**src/rtl/fifo_pkg.sv**
```systemverilog
// fifo_pkg: shared async-FIFO constants and width-agnostic Gray/binary helpers.
package fifo_pkg;
    localparam int default_addr_width = 3;
    localparam int max_w = 32;

    function automatic logic [max_w-1:0] bin2gray(input logic [max_w-1:0] b);
        return b ^ (b >> 1);
    endfunction

    function automatic logic [max_w-1:0] gray2bin(input logic [max_w-1:0] g);
        logic [max_w-1:0] b;
        b[max_w-1] = g[max_w-1];
        for (int i = max_w-2; i >= 0; i--) b[i] = b[i+1] ^ g[i];
        return b;
    endfunction
endpackage

```
**src/rtl/gray2bin_conv.sv**
```systemverilog
// gray2bin_conv: combinational Gray-to-binary converter of configurable width.
module gray2bin_conv
    import fifo_pkg::*;
#(
    parameter int width = default_addr_width + 1
) (
    input  logic [width-1:0] gray,
    output logic [width-1:0] bin
);
    always_comb bin = width'(gray2bin(max_w'(gray)));
endmodule

```
**src/rtl/rptr_and_empty.sv**
```systemverilog
// rptr_and_empty: read-domain pointer, RAM read address and registered empty/almost-empty/occupancy/underflow.
module rptr_and_empty
    import fifo_pkg::*;
#(
    parameter int addr_width = default_addr_width
) (
    input  logic                  rclk,
    input  logic                  rrst,
    input  logic                  rinc,
    input  logic [addr_width:0]   rq2_wptr,
    input  logic [addr_width:0]   ae_level,
    output logic [addr_width:0]   rptr,
    output logic [addr_width-1:0] raddr,
    output logic                  rempty,
    output logic                  ralmost_empty,
    output logic [addr_width:0]   rcount,
    output logic                  runderflow
);
    localparam int pw = addr_width + 1;

    logic [pw-1:0] rbin, rbin_next, rgray_next, wbin_s, count_next;
    logic          rd_ok;

    gray2bin_conv #(.width(pw)) u_wconv (.gray(rq2_wptr), .bin(wbin_s));

    always_comb begin
        rd_ok      = rinc & ~rempty;
        rbin_next  = rbin + pw'(rd_ok);
        rgray_next = pw'(bin2gray(max_w'(rbin_next)));
        count_next = wbin_s - rbin_next;
    end

    assign raddr = rbin[addr_width-1:0];

    // Full-width Gray compare: same address on a different lap is not empty.
    always_ff @(posedge rclk or posedge rrst)
        if (rrst) begin
            rbin          <= '0;
            rptr          <= '0;
            rempty        <= 1'b1;
            ralmost_empty <= 1'b1;
            rcount        <= '0;
            runderflow    <= 1'b0;
        end else begin
            rbin          <= rbin_next;
            rptr          <= rgray_next;
            rempty        <= rgray_next == rq2_wptr;
            rcount        <= count_next;
            ralmost_empty <= count_next <= ae_level;
            runderflow    <= runderflow | (rinc & rempty);
        end
endmodule

```
**config.mk**
```make
export PLATFORM = sky130hd
export DESIGN_NAME = rptr_and_empty
export DESIGN_NICKNAME = d
export VERILOG_FILES = /design/src/rtl/fifo_pkg.sv /design/src/rtl/gray2bin_conv.sv /design/src/rtl/rptr_and_empty.sv
export SDC_FILE = /design/constraint.sdc
export NUM_CORES = 1
export LEC_CHECK = 0
export ABC_AREA = 1
export BUFFER_PORTS_ARGS = -buffer_cell sky130_fd_sc_hd__buf_4
export CELL_PAD_IN_SITES_DETAIL_PLACEMENT = 0
export CELL_PAD_IN_SITES_GLOBAL_PLACEMENT = 1
export CORE_MARGIN = 5
export CORE_UTILIZATION = 23
export DETAILED_ROUTE_END_ITERATION = 8
export GPL_ROUTABILITY_DRIVEN = 0
export GPL_TIMING_DRIVEN = 0
export PLACE_DENSITY = 0.6
export SLEW_MARGIN = 10
export SYNTH_ARGS = -nofsm -noshare
export SYNTH_HDL_FRONTEND = slang
export SYNTH_SLANG_ARGS = --single-unit
```
**constraint.sdc**
```tcl
create_clock -name rclk -period 7.8 [get_ports rclk]
set_clock_uncertainty 0.1 [all_clocks]
set_input_delay 1.17 -clock rclk [delete_from_list [all_inputs] [get_ports rclk]]
set_output_delay 1.17 -clock rclk [all_outputs]
set_load 0.1 [all_outputs]
```
==> run summary <==
FLOORPLANNING
------------------------------------------------------------------------------------------------------
Starting Density                                                                                 24.2%
Number of primary I/O pins                                                                          25
Placeable core region                                                                         3390 um2
Height of the die                                                                              69.7 um
Horizontal extent of the die                                                                   69.7 um
Die footprint                                                                                 4860 um2
Floorplan row count                                                                                 21

SYNTH
------------------------------------------------------------------------------------------------------
Number of enable flip-flop cells after synthesis                                                     0
Number of distinct library cells after synthesis                                                    17
Synth Cell Area                                                                                820 um2
Syn avg cell area                                                                             8.72 um2
Async SR Flop Fraction                                                                            100%
Commonest cells in the synthesized netlist                                                26 x nand2_1, 16 x inv_1, 12 x dfrtp_1
Top post-synthesis cells by area                                                          dfrtp_1 37%, ha_1 14%, nand2_1 12%, inv_1 7.3%, nand3_1 6.7%
Top-count cell post-synth                                                                      nand2_1
Register bit total from synthesis                                                                   14
Mapped Nets                                                                                        115
Synth Warn #                                                                                         0
Post-synth top area share                                                                        36.6%
Biggest area consumer among synthesized cells                                                  dfrtp_1
Post-synthesis instance total                                                                       94
Seq/Total Area, Yosys                                                                            43.1%
Primary flip-flop cell chosen by synthesis mapping                                             dfrtp_1

CRITICAL PATH
------------------------------------------------------------------------------------------------------
Critical path startpoint category                                                            input pin
Start point of the critical path                                                                  rinc
Reg2Reg Launch Point                                                                      rempty$_DFF_PP1_
Top fanout value on the critical path                                                                4
Nature of the critical path endpoint                                                         flip-flop
Data required time at the worst endpoint                                                       7880 ps
Worst reg-to-reg setup slack                                                                   4850 ps
Path depth of the worst reg2reg path                                                                12
Crit path arrival time                                                                         3550 ps
Start-to-end type of the worst setup path                                                 input pin to flip-flop
Reg-to-reg critical path endpoint                                                         ralmost_empty$_DFF_PP1_

CLOCK NETWORK
------------------------------------------------------------------------------------------------------
Number of resized instances in the post-cts repair step                                              0
Clock transition at the register clock pins on the worst setup and hold paths after CTS          70 ps
CTS Root Buffer Type                                                                          clkbuf_4
Number of H-tree branching levels                                                                    1
Worst-case clock buffer depth                                                                        2
Hold Buf Count CTS                                                                                   0
CTS Sinks                                                                                           14
Number of clock buffers inserted by TritonCTS                                                        3
Clk Latency, worst-skew pair                                                                    260 ps
Clock tree from TritonCTS                                                                        built
Post-CTS repair timing setup buffer count                                                            0

JOB
------------------------------------------------------------------------------------------------------
Maximum Capacitance Violations                                                                       0

CELLS AND AREA
------------------------------------------------------------------------------------------------------
Multi-input logic area                                                                         403 um2
Total Nets Final                                                                                   144
Synth-to-layout area growth                                                                      31.8%
Antenna fix cells                                                                                    0
FILL cells                                                                                         368
Fraction of layout instances using a drive strength above 1                                      26.4%
FF/Latch Area                                                                                  353 um2

TIMING
------------------------------------------------------------------------------------------------------
Period minus WS final                                                                          3460 ps
Final setup violation count                                                                          0
Number of max-slew violations in the final report                                                    0
Setup repair after global routing missed its margin                                              false
Maximum clock rate                                                                           0.289 GHz
Max-Slew Margin vs Limit                                                                         67.9%
Actual transition at the worst max-transition pin                                               481 ps
Count of final hold-check violations                                                                 0
Post-route fraction of the period consumed by the critical path                                  44.4%
Fin Setup TNS                                                                                     0 ps

GLOBAL ROUTE
------------------------------------------------------------------------------------------------------
Sum of overflow across all layers after global routing                                               0
Maximum number of pins on one net before global-route repair                                        15
Vias in the first global route                                                                     649
Number of antenna violations at the first check in global routing                                    0
First-pass GRT wire length                                                                     2810 um
Overall track demand over capacity in global routing                                             7.20%

ROUTING
------------------------------------------------------------------------------------------------------
Count of antenna-violating nets left after detailed routing                                          0
Total vias in the final route                                                                      680
Initial DRC Count                                                                                   31
Total DRC errors in the routed layout                                                                0
Total detailed-routing wirelength                                                              1640 um
Via-to-Cell Ratio                                                                                 4.07
Avg WL per Cell                                                                                9.83 um
Iteration count of the initial detailed-routing pass                                                 4

WORST HOLD PATH
------------------------------------------------------------------------------------------------------
Worst hold stages                                                                                    1
Worst hold path type                                                                      flip-flop to flip-flop
Min-Delay Endpoint                                                                        runderflow$_DFF_PP0_
Worst hold start                                                                          runderflow$_DFF_PP0_

PLACEMENT
------------------------------------------------------------------------------------------------------
Placed wire-length estimate after detailed placement                                           1480 um
Port Buffers                                                                                        24

STATUS
------------------------------------------------------------------------------------------------------
Status                                                                                       completed

-- cell type report --
| cell class | instances | share of cell area [%] |
|---|---|---|
| Inverter | 17 | 5.91 |
| Sequential cell | 14 | 32.7 |
| Clock buffer | 3 | 2.09 |
| Multi-Input combinational cell | 63 | 37.3 |
| Timing Repair Buffer | 24 | 16.7 |
| Tap cell | 46 | 5.33 |
-- stage by stage --
| stage | hold slack, ps | instance area (um2) | cells | util (%) | setup WS (ps) |
|---|---|---|---|---|---|
| final | 359 | 1080 | 167 | 31.9 | 4340 |
| after global routing | 389 | 1080 | 167 | 31.9 | 3990 |
| after CTS | 364 | 1080 | 167 | 31.9 | 4320 |
| after detailed placement | 347 | 1060 | 164 | 31.2 | 4040 |
| after global placement | 343 | 1060 | 164 | 31.2 | 4100 |
| after floorplan | 681 | 820 | 94 | - | 4460 |
-- logic make-up after synthesis --
group	after synthesis	share of synthesized area, %
and+or+nand+nor	41	21.2
buffers and inverters	17	7.79
DFF	14	43.1
adders and majority gates	10	16.2
AOI/OAI and AO/OA	7	4.58
xor gates and xnor gates	5	7.18
-- flip-flops by register name, indices dropped and copies added (netlist names) --
signal	count
ralmost_empty	1
rbin	4
rempty	1
rptr	3
rcount	4
runderflow	1
-- layer usage --
metal	up-vias	wire length, um	GRT usage, %
met1	312	711	8.42
met4	0	39	4.47
met5	-	0	0
li1	353	-	-
met3	4	48	1.30
met2	11	841	12.1
-- worst max path at each step --
stage	end
floorplan	ralmost_empty$_DFF_PP1_
global placement	ralmost_empty$_DFF_PP1_
detailed placement	ralmost_empty$_DFF_PP1_
CTS	ralmost_empty$_DFF_PP1_
global route	ralmost_empty$_DFF_PP1_
finish	ralmost_empty$_DFF_PP1_
-- critical path, stage by stage --
cell and delay [ps]:
buf_4 80, inv_1 30, nor2_1 80, ha_1 210, ha_1 230, inv_1 70
nand2_1 90, nand2_1 120, ha_1 360, a21oi_1 130, o21ai_0 110, xor2_1 260
ha_1 290, a21oi_1 140, o21ai_0 80, o21ai_0 80
-- cell usage in the layout, fill, tap and decap left out, drive strengths merged --
cell type	netlist	routed
inv	17	17
clkbuf	0	3
nand3b	1	1
dfstp	2	2
a21o	1	1
buf	0	24
a21oi	3	3
nand3	11	11
nand2	26	26
xor2	3	3
fa	1	1
xnor2	2	2
ha	9	9
dfrtp	12	12
nand4	1	1
nor2	2	2
o21ai	3	3
Power is left out: the tool's default activity adds up to more than one toggle a clock period on the data nets, which glitch-free logic cannot reach.
